$ cat config.mk
export PLATFORM = sky130hd
export DESIGN_NAME = wb_port_arbiter
export DESIGN_NICKNAME = d
export VERILOG_FILES = /design/src/rtl/wb_port_arbiter.sv
export SDC_FILE = /design/constraint.sdc
export NUM_CORES = 1
export LEC_CHECK = 0
export ABC_AREA = 1
export CAP_MARGIN = 20
export CORE_MARGIN = 2
export CORE_UTILIZATION = 35
export DETAILED_ROUTE_END_ITERATION = 16
export MAX_ROUTING_LAYER = met4
export PLACE_DENSITY = 0.89
export SLEW_MARGIN = 10
export SYNTH_ARGS = -nofsm -noshare
export SYNTH_HDL_FRONTEND = slang
export SYNTH_SLANG_ARGS = --single-unit
$ cat constraint.sdc
create_clock -name clk_i -period 2.8 [get_ports clk_i]
set_input_delay 0.84 -clock clk_i [delete_from_list [all_inputs] [get_ports clk_i]]
set_output_delay 0.84 -clock clk_i [all_outputs]
set_load 0.05 [all_outputs]
$ cat src/rtl/wb_port_arbiter.sv
// Shares one register-file write-back port between the in-order pipeline and the
// FPU/VPU result handshakes, with a starvation hold and ID-stage forwarding.
module wb_port_arbiter #(
    parameter int STARVE_MAX = 4
) (
    input  logic        clk_i,
    input  logic        rst_i,
    input  logic        pipe_we_i,
    input  logic        pipe_fwe_i,
    input  logic [4:0]  pipe_rd_i,
    input  logic [31:0] pipe_data_i,
    input  logic        fpu_valid_i,
    output logic        fpu_ready_o,
    input  logic        fpu_fp_i,
    input  logic [4:0]  fpu_rd_i,
    input  logic [31:0] fpu_data_i,
    input  logic        vpu_valid_i,
    output logic        vpu_ready_o,
    input  logic [4:0]  vpu_rd_i,
    input  logic [31:0] vpu_data_i,
    output logic        wb_rd_web_o,
    output logic        wb_frd_web_o,
    output logic [4:0]  wb_rd_o,
    output logic [31:0] wb_data_o,
    output logic        wb_hold_o,
    input  logic [4:0]  id_rs1_i,
    input  logic [4:0]  id_rs2_i,
    input  logic [4:0]  id_rs3_i,
    input  logic [2:0]  id_use_fpr_i,
    output logic        id_rs1_forward_o,
    output logic        id_rs2_forward_o,
    output logic        id_rs3_forward_o
);
    localparam logic [3:0] STARVE_LAST = 4'(STARVE_MAX - 1);

    logic        r_rr;
    logic [3:0]  r_starve_cnt;

    logic        w_pipe_grant;
    logic        w_fpu_pick;
    logic        w_vpu_pick;
    logic        w_fpu_grant;
    logic        w_vpu_grant;
    logic        w_pending;
    logic        w_gpr_we;
    logic        w_fpr_we;
    logic [4:0]  w_rd;
    logic [31:0] w_data;
    logic        w_unused;

    // The pipeline is never back-pressured unless the hold is up; FPU/VPU share the rest.
    always_comb begin
        w_pipe_grant = !wb_hold_o && (pipe_we_i || pipe_fwe_i);
        w_fpu_pick   = fpu_valid_i && (!vpu_valid_i || !r_rr);
        w_vpu_pick   = vpu_valid_i && (!fpu_valid_i || r_rr);
        w_fpu_grant  = !rst_i && !w_pipe_grant && w_fpu_pick;
        w_vpu_grant  = !rst_i && !w_pipe_grant && w_vpu_pick;
        w_pending    = fpu_valid_i || vpu_valid_i;
    end

    assign fpu_ready_o = w_fpu_grant;
    assign vpu_ready_o = w_vpu_grant;

    always_comb begin
        w_gpr_we = 1'b0;
        w_fpr_we = 1'b0;
        w_rd     = wb_rd_o;
        w_data   = wb_data_o;
        if (w_pipe_grant) begin
            w_gpr_we = pipe_we_i;
            w_fpr_we = pipe_fwe_i;
            w_rd     = pipe_rd_i;
            w_data   = pipe_data_i;
        end else if (w_fpu_grant) begin
            w_gpr_we = !fpu_fp_i;
            w_fpr_we = fpu_fp_i;
            w_rd     = fpu_rd_i;
            w_data   = fpu_data_i;
        end else if (w_vpu_grant) begin
            w_gpr_we = 1'b1;
            w_rd     = vpu_rd_i;
            w_data   = vpu_data_i;
        end
    end

    always_ff @(posedge clk_i or posedge rst_i) begin
        if (rst_i) begin
            wb_rd_web_o  <= 1'b0;
            wb_frd_web_o <= 1'b0;
            wb_rd_o      <= 5'd0;
            wb_data_o    <= 32'd0;
            wb_hold_o    <= 1'b0;
            r_rr         <= 1'b0;
            r_starve_cnt <= 4'd0;
        end else begin
            // x0 writes still consume the port but never reach the GPR file.
            wb_rd_web_o  <= w_gpr_we && (w_rd != 5'd0);
            wb_frd_web_o <= w_fpr_we;
            wb_rd_o      <= w_rd;
            wb_data_o    <= w_data;
            if (w_fpu_grant || w_vpu_grant) begin
                r_rr         <= w_fpu_grant;
                r_starve_cnt <= 4'd0;
                wb_hold_o    <= 1'b0;
            end else if (w_pipe_grant && w_pending) begin
                r_starve_cnt <= r_starve_cnt + 4'd1;
                if (r_starve_cnt == STARVE_LAST) begin
                    wb_hold_o <= 1'b1;
                end
            end
        end
    end

    // rs3 only ever names an FPR, so its use flag carries no information.
    assign w_unused = id_use_fpr_i[0];

    assign id_rs1_forward_o = (id_use_fpr_i[2] ? wb_frd_web_o : wb_rd_web_o) && (wb_rd_o == id_rs1_i);
    assign id_rs2_forward_o = (id_use_fpr_i[1] ? wb_frd_web_o : wb_rd_web_o) && (wb_rd_o == id_rs2_i);
    assign id_rs3_forward_o = wb_frd_web_o && (wb_rd_o == id_rs3_i);

endmodule

==> results.ini, run 1 <==
[pwr]
share_comb_of_total_power = 0.660
intPower_w = 0.00227
swShare = 0.507
pwr-share-clk = 0.087
power.leakage_nw = 2.00
p_sw_w = 0.00233
ir_drop_mv = 0.557
seqPwrFrac = 0.253
pwr_density_cell_nw_per_um2 = 943

[route]
finalWirelength_mm = 9.82
ant_nets = 0
drt-initial-drc-count = 57
detail_route.wl_per_cell_um = 16.4
drc_errors = 0
vias_per_cell = 5.27
drtPass1Iterations = 7
vias = 3156

[cells_and_area]
final_util = 0.631
fin_area_um2 = 4880
drive_gt1_frac = 0.171
area_growth_pct = 74.6
layout_common_cells = 156 x clkdlybuf4s50_1, 56 x nand2_1, 45 x dfrtp_1, 37 x a21oi_1, 34 x a31oi_1
n_antenna_cell = 0
layout_commonest_cell = clkdlybuf4s50_1
fin_nets = 633

[clocking]
cts_root_buf = clkbuf_8
cts_buffers = 5
h-tree-depth = 2
clk_pin_slew_ps = 80
cts_tree = yes
cts.sink_count = 45
clkLatencyLatePin_ps = 290
hold_buffers = 0
cts_buffer_depth = 2

[placed_design]
portBuffers = 179
dp_hpwl_mm = 7.40
dp_slack_ps = -205
placed_area_um2 = 4780
place_congestion = 0.799

[worst_hold_path]
hp-class = reg2reg
holdPathStages = 1

[floorplanning]
ioPinCount = 181
rows = 32
initial_utilization = 0.362
core_area_um2 = 7730
die-width_um = 93.3
dieArea_um2 = 8710
die_h_um = 93.3

[logic_synthesis]
ys_ff_latch = 45
ys.flop_type = dfrtp_1
netlist_instances = 313
syn_nets = 450
synth_cell_types = 36
syn_area_um2 = 2790
yosysWarnings = 0
synth_seq_area_share = 0.403
async_flop_share = 1.00
syn_area_per_cell_um2 = 8.93
synth_edf_count = 0

[job]
drv_cap = 0

[sta]
fin_crit_ps = 2760
final-hold-violation-count = 0
tightest_slew_ps = 538
relSlewSlack = 0.640
slew_violations = 0
finalCritPeriodShare = 0.987
skew_ps = 6.59
setup_ws_ps = 37.2
setup_viol = 0
fmax_mhz = 362

[critical_path]
critPathLaunchType = primary input
cp.arrival_ps = 1920
critPathCaptureType = primary output
crit_fanout = 2
cpPeakStageDelay_ps = 540
crit_top_cell = inv_2
r2r_cells = 8
crit_chain = clkdlybuf4s50_1, inv_2, a21oi_2, nand3_2, inv_2, buf_12
reg2reg_slack_ps = 1060
r2r-end = wb_data_o[23]
crit_type = in2out
crit_path_end = vpu_ready_o
worstSetupStartpoint = vpu_valid_i
required_ps = 1960
r2r-start = r_rr
cp_slowest_cell = clkdlybuf4s50_1

[global_route]
antenna_found_initial = 0
grt_overflow = 0
grt_pass1_vias = 3476
grt.total_usage = 0.229
grt_pass1_wl_mm = 15.4
grt_max_degree = 37

[status]
outcome = complete, no violations

-- worst max-delay path, delay by kind of cell --
kind	cells	cell delay, ps
buf+inv	4	840
compound gates	1	140
simple gates	1	100
-- synthesized netlist by cell type, types with 3 or more instances --
cell,n,area (um^2)
a21oi_1,38,190
o22ai_1,6,37.5
clkbuf_1,6,22.5
clkbuf_4,3,22.5
a31oi_1,34,213
inv_2,6,22.5
o21ai_0,7,35.0
nor2_1,10,37.5
xor2_1,5,43.8
dfrtp_1,45,1130
buf_2,5,25.0
nand4_1,4,25.0
buf_12,4,80.1
nand3_1,11,55.1
o22ai_2,28,350
inv_1,19,71.3
or2_2,5,31.3
nand2_1,56,210
-- flip-flops by register name, indices dropped and copies added (netlist names) --
name	flops
r_rr	1
r_starve_cnt	4
wb_data_o	32
wb_frd_web_o	1
wb_hold_o	1
wb_rd_o	5
wb_rd_web_o	1
-- power groups by stage --
stage | Combinational [W] | Clock, W | Sequential [W]
6_report | 0.00303 | 0.000400 | 0.00117
5_1_grt | 0.00321 | 0.000435 | 0.00120
4_1_cts | 0.00303 | 0.000418 | 0.00117
3_5_place_dp | 0.00303 | 0 | 0.00118
3_3_place_gp | 0.00296 | 0 | 0.00117
2_1_floorplan | 0.00116 | 0 | 0.00205
-- how the worst min path moves through the flow --
stage / from / to / slack (ps)
finish: r_starve_cnt[0] / r_starve_cnt[0] / 530
global route: r_starve_cnt[1] / r_starve_cnt[1] / 560
floorplan: r_starve_cnt[1] / r_starve_cnt[1] / 480
global placement: r_starve_cnt[1] / r_starve_cnt[1] / 500
detailed placement: r_starve_cnt[1] / r_starve_cnt[1] / 520
CTS: r_starve_cnt[0] / r_starve_cnt[0] / 540
-- stage by stage --
stage               setup TNS [ps]  power [W]  cells  hold slack [ps]
floorplan                        0    0.00321    313              481
global placement              -285    0.00412    589              501
detailed placement            -377    0.00420    589              520
CTS                              0    0.00462    598              536
global route                 -10.6    0.00485    599              563
finish                           0    0.00460    599              531
-- routing by layer --
| metal | track usage | vias up | part of all wire | routed length [um] |
|---|---|---|---|---|
| met2 | 0.413 | 158 | 0.51 | 5050 |
| met3 | 0.0403 | 26 | 0.071 | 697 |
| li1 | - | 1488 | - | - |
| met1 | 0.254 | 1484 | 0.39 | 3820 |
| met5 | - | - | 0 | 0 |
| met4 | 0.0833 | 0 | 0.026 | 252 |
-- cells by family after synthesis --
family / count (synthesis) / share of synthesized area
AO/OA/AOI/OAI: 122 / 0.326
AND/OR/NAND/NOR: 92 / 0.150
buffers and inverters: 47 / 0.0985
flip-flops: 45 / 0.403
XOR/XNOR: 6 / 0.0188
adder cells (fa/ha/maj): 1 / 0.00448
-- layout make-up --
cell class,count,area [um^2]
fillers,645,2850
clock inverters,1,7.51
clock buffers,7,76.3
well taps,102,128
flip-flops and latches,45,1130
repair buffers,197,1990
multi-input cells,221,1450
inverters,26,101
-- timing repair --
item,in CTS,in global routing
setup endpoints to repair,4,4
pin swaps,9,3
cloned,0,0
hold endpoints to repair,0,0
gates resized for setup,23,6
setup buffers,1,1
No activity file was read; power rests on OpenSTA's default activity.
==> inputs of run 2 (changes only) <==
--- a/config.mk
+++ b/config.mk
@@ -11,7 +11,7 @@
 export CORE_UTILIZATION = 35
 export DETAILED_ROUTE_END_ITERATION = 16
 export MAX_ROUTING_LAYER = met4
-export PLACE_DENSITY = 0.89
+export PLACE_DENSITY = 0.87
 export SLEW_MARGIN = 10
 export SYNTH_ARGS = -nofsm -noshare
 export SYNTH_HDL_FRONTEND = slang
==> run 2 against run 1 <==
Against the previous run: clock skew up 7.6 ps; clock power up 30%; sequential power about the same; die area unchanged; final cell count up 0.17%; sequential share of layout area down 0.20 points; clock-buffer cell count down 1; register-to-register slack worse by 330 ps; critical path depth down 1; core utilization up 0.55 points; critical endpoint is now id_rs1_forward_o; largest power group unchanged; highest routed layer unchanged.
==> results.ini, run 2 (synthesis gave the netlist of run 1 again) <==
[status]
outcome = complete, no violations

[route]
top_layer = met4
routed-wl-met3_um = 623
ant_nets = 0
drc_errors = 0
drt-initial-drc-count = 130
vias_per_cell = 5.17
drtPass1Iterations = 4
route.met2.wl_mm = 5.22
met1_length_mm = 3.96
vias = 3102
detail_route.wl_per_cell_um = 16.6
finalWirelength_mm = 9.97

[global_route]
grt_max_degree = 36
grt_pass1_wl_mm = 15.3
grt_overflow = 0
grt_pass1_vias = 3252
grt.total_usage = 0.228
antenna_found_initial = 0

[placed_design]
portBuffers = 179
placed_area_um2 = 4760
dp_hpwl_mm = 7.58
place_congestion = 0.853
dp_slack_ps = -178

[cells_and_area]
largest-register = wb_data_o
largest_reg_flops = 32
layout_common_cells = 154 x clkdlybuf4s50_1, 56 x nand2_1, 45 x dfrtp_1, 37 x a21oi_1, 34 x a31oi_1
fin_nets = 634
layout_commonest_cell = clkdlybuf4s50_1
drive_gt1_frac = 0.177
n_antenna_cell = 0
area_growth_pct = 76.1
fin_area_um2 = 4920
reg_top3 = wb_data_o (32), wb_rd_o (5), r_starve_cnt (4)

[critical_path]
crit_type = in2out
required_ps = 1960
crit_chain = dlygate4sd2_1, xnor2_1, nand4_1, a2111oi_4, clkbuf_16
cpPeakStageDelay_ps = 260
cp.arrival_ps = 1890
crit_buf_inv = 2
critPathCaptureType = primary output
path_delay_family = buffers and inverters
cp_slowest_cell = a2111oi_4
crit_fanout = 1
critPathLaunchType = primary input

[clocking]
cts_buffer_depth = 2
cts_buffers = 5
cts_tree = yes
clk_pin_slew_ps = 90
cts_root_buf = clkbuf_8
h-tree-depth = 2
hold_buffers = 0
clkLatencyLatePin_ps = 290
cts.sink_count = 45

[sta]
fin_crit_ps = 2730
setup_ws_ps = 66.6
finalCritPeriodShare = 0.976
tightest_slew_ps = 555
skew_ps = 14.2
relSlewSlack = 0.630
fmax_mhz = 366
setup_viol = 0
rsz0062_at_grt = yes
slew_violations = 0
final-hold-violation-count = 0

[worst_hold_path]
hp-class = reg2reg

[pwr]
power.leakage_nw = 2.05
pwr_density_cell_nw_per_um2 = 960
p_sw_w = 0.00234
share_comb_of_total_power = 0.640
seqPwrFrac = 0.249
ir_drop_mv = 0.512
pwr-share-clk = 0.110
swShare = 0.496
intPower_w = 0.00238

[floorplanning]
die_h_um = 93.3
initial_utilization = 0.362
dieArea_um2 = 8710
die-width_um = 93.3
rows = 32
core_area_um2 = 7730
ioPinCount = 181

[job]
drv_cap = 0

==> run 2: through the flow <==
stage / util / TNS, ps / total power, W / hold WS [ps] / cells
2_1_floorplan: - / 0 / 0.00321 / 481 / 313
3_3_place_gp: 0.616 / -624 / 0.00411 / 498 / 589
3_5_place_dp: 0.616 / -1280 / 0.00419 / 516 / 589
4_1_cts: 0.631 / -12.4 / 0.00473 / 533 / 598
5_1_grt: 0.637 / -12.5 / 0.00497 / 563 / 600
6_report: 0.637 / 0 / 0.00472 / 532 / 600
==> run 2: routing by layer <==
| metal | up-vias | track usage |
|---|---|---|
| met5 | - | - |
| met4 | 0 | 0.0600 |
| met3 | 12 | 0.0443 |
| met2 | 125 | 0.407 |
| met1 | 1471 | 0.262 |
| li1 | 1494 | - |
==> run 2: repair_timing <==
action | in CTS | in global routing
buffers inserted | 1 | 2
pin swaps | 9 | 6
gates resized for setup | 21 | 10
setup endpoints to repair | 4 | 5
==> run 2: cell type report <==
cell class	count	area, um^2
Sequential cell	45	1130
Inverter	26	101
Clock inverter	2	37.5
Clock buffer	6	82.6
Fill cell	650	2810
Timing Repair Buffer	198	1990
Multi-Input combinational cell	221	1450
Tap cell	102	128
==> run 2: final timing paths <==
path                       cells past startpoint            start                to  slack (ps)
setup / recovery                               5      id_rs1_i[1]  id_rs1_forward_o          70
hold / removal                                 1  r_starve_cnt[0]   r_starve_cnt[0]         530
setup reg to reg                               9        wb_hold_o     wb_data_o[19]         730
hold reg to reg                                1  r_starve_cnt[0]   r_starve_cnt[0]         530
max in group asynchronous                      3            rst_i   r_starve_cnt[2]        1410
min in group asynchronous                      3            rst_i     wb_data_o[27]        1070
==> run 2: power by group through the flow <==
stage          registers, W  logic (W)  clock network (W)
6_report            0.00118    0.00302           0.000522
5_1_grt             0.00121    0.00319           0.000562
4_1_cts             0.00118    0.00301           0.000539
3_5_place_dp        0.00118    0.00300                  0
3_3_place_gp        0.00117    0.00294                  0
2_1_floorplan       0.00205    0.00116                  0
==> inputs of run 3 (changes only) <==
--- a/config.mk
+++ b/config.mk
@@ -10,7 +10,7 @@
 export CORE_MARGIN = 2
 export CORE_UTILIZATION = 35
 export DETAILED_ROUTE_END_ITERATION = 16
-export MAX_ROUTING_LAYER = met4
+export GPL_TIMING_DRIVEN = 0
 export PLACE_DENSITY = 0.87
 export SLEW_MARGIN = 10
 export SYNTH_ARGS = -nofsm -noshare
==> run 3 against run 2 <==
Against the previous run: clock-buffer cell count up 1; wire length up 5.6%; combinational power up 3%; first-iteration DRC count down 14%; critical path depth up 2; final area up 0.94%; sequential share of layout area down 0.21 points; maximum frequency down 0.41%; sequential power about the same; worst hold slack worse by 6.8 ps; largest power group unchanged; critical endpoint is now id_rs2_forward_o; final cell count up 1.3%; worst setup slack worse by 11 ps.
==> results.ini, run 3 (synthesis gave the netlist of run 1 again) <==
[status]
outcome = complete, no violations

[cells_and_area]
layout_common_cells = 154 x clkdlybuf4s50_1, 56 x nand2_1, 45 x dfrtp_1, 37 x a21oi_1, 34 x a31oi_1
reg_top3 = wb_data_o (32), wb_rd_o (5), r_starve_cnt (4)
area_growth_pct = 77.7
layout_commonest_cell = clkdlybuf4s50_1
largest_reg_flops = 32
drive_gt1_frac = 0.186
instances_no_fill = 608
fin_nets = 642
largest-register = wb_data_o
final_util = 0.643
n_antenna_cell = 0

[sta]
fmax_mhz = 364
rsz0062_at_grt = no
tns_ps = 0
finalCritPeriodShare = 0.980
setup_viol = 0
final-hold-violation-count = 0
tightest_slew_ps = 546
skew_ps = 6.82
slew_violations = 0
relSlewSlack = 0.635
setup_ws_ps = 55.5
fin_crit_ps = 2740

[route]
drc_errors = 0
vias_per_cell = 5.30
drt-initial-drc-count = 112
finalWirelength_mm = 10.5
detail_route.wl_per_cell_um = 17.3
vias = 3221
drtPass1Iterations = 4
ant_nets = 0

[pwr]
pwr_density_cell_nw_per_um2 = 958
ir_drop_mv = 0.488
power.leakage_nw = 2.08

[global_route]
grt_overflow = 0
grt.total_usage = 0.239
grt_max_degree = 25
grt_pass1_wl_mm = 16.5
grt_pass1_vias = 3422
antenna_found_initial = 0

[clocking]
clk_pin_slew_ps = 90
h-tree-depth = 2
cts_tree = yes
cts_buffer_depth = 2
clkLatencyLatePin_ps = 300
cts_root_buf = clkbuf_8
cts.sink_count = 45
cts_buffers = 5

[floorplanning]
die_h_um = 93.3
core_area_um2 = 7730
dieArea_um2 = 8710
rows = 32
initial_utilization = 0.362
die-width_um = 93.3
ioPinCount = 181

[critical_path]
required_ps = 1960
crit_type = in2out
reg2reg_slack_ps = 1000
critPathLaunchType = primary input
critPathCaptureType = primary output
cp.arrival_ps = 1900
crit_fanout = 2

[worst_hold_path]
hp-class = reg2reg

[placed_design]
dp_hpwl_mm = 7.77
portBuffers = 179
dp_slack_ps = -1420
place_inst = 594
place_congestion = 0.862

[job]
drv_cap = 0

run 3: cell types whose count changed in the layout (fill, tap and decap cells not counted), moves of 2 or more:
cell	delta
dlygate4sd2_1	-3
clkbuf_4	+3
clkbuf_1	+6
buf_2	+7
buf_6	+5
inv_6	+2
buf_4	-12
run 3: final timing paths:
| check | start | to | cells past startpoint |
|---|---|---|---|
| min | r_starve_cnt[1] | r_starve_cnt[1] | 2 |
| max in group asynchronous | rst_i | wb_data_o[3] | 2 |
| max reg2reg | wb_hold_o | wb_data_o[15] | 7 |
| max | id_rs2_i[1] | id_rs2_forward_o | 7 |
| min reg2reg | r_starve_cnt[1] | r_starve_cnt[1] | 2 |
| min in group asynchronous | rst_i | wb_data_o[20] | 2 |
run 3: stage by stage:
step / power (W) / hold slack [ps] / area [um^2]
after global placement: 0.00420 / 502 / 4750
after floorplan: 0.00321 / 481 / 2830
after global routing: 0.00503 / 560 / 4970
after CTS: 0.00476 / 530 / 4930
after detailed placement: 0.00426 / 508 / 4750
final: 0.00476 / 525 / 4970
run 3: per-layer routing:
layer  share of wire  track usage  up-vias
met3           0.072       0.0492       16
met5               0            0        -
met2            0.52        0.442      149
met1            0.39        0.276     1544
li1                -            -     1512
met4           0.016       0.0699        0
run 3: layout make-up:
| type | instances | area (um^2) |
|---|---|---|
| Fill cell | 643 | 2760 |
| Timing Repair Buffer | 184 | 1830 |
| Multi-Input combinational cell | 221 | 1460 |
| Sequential cell | 45 | 1130 |
| Buffer | 20 | 169 |
| Inverter | 26 | 129 |
| Tap cell | 102 | 128 |
| Clock buffer | 7 | 96.3 |
| Timing Repair inverter | 2 | 17.5 |
| Clock inverter | 1 | 5.00 |
run 3: worst max-delay path, cell delays in order:
cell	delay, ps
dlygate4sd2_1	240
inv_1	70
buf_4	110
nor2_1	30
a211oi_1	230
and3_1	230
buf_6	160
run 3: timing repair:
action	CTS	global route
pin swaps	9	5
hold buffers	0	0
setup endpoints to repair	5	3
gates resized for setup	68	13
buffers inserted	5	0
hold endpoints to repair	0	0
cloned	2	0
run 3: power breakdown:
part	internal (W)	total, W	leakage [nW]	switching [W]
registers	0.000942	0.00118	0.528	0.000237
clock network	0.000224	0.000459	0.0542	0.000235
logic	0.00121	0.00312	1.50	0.00191
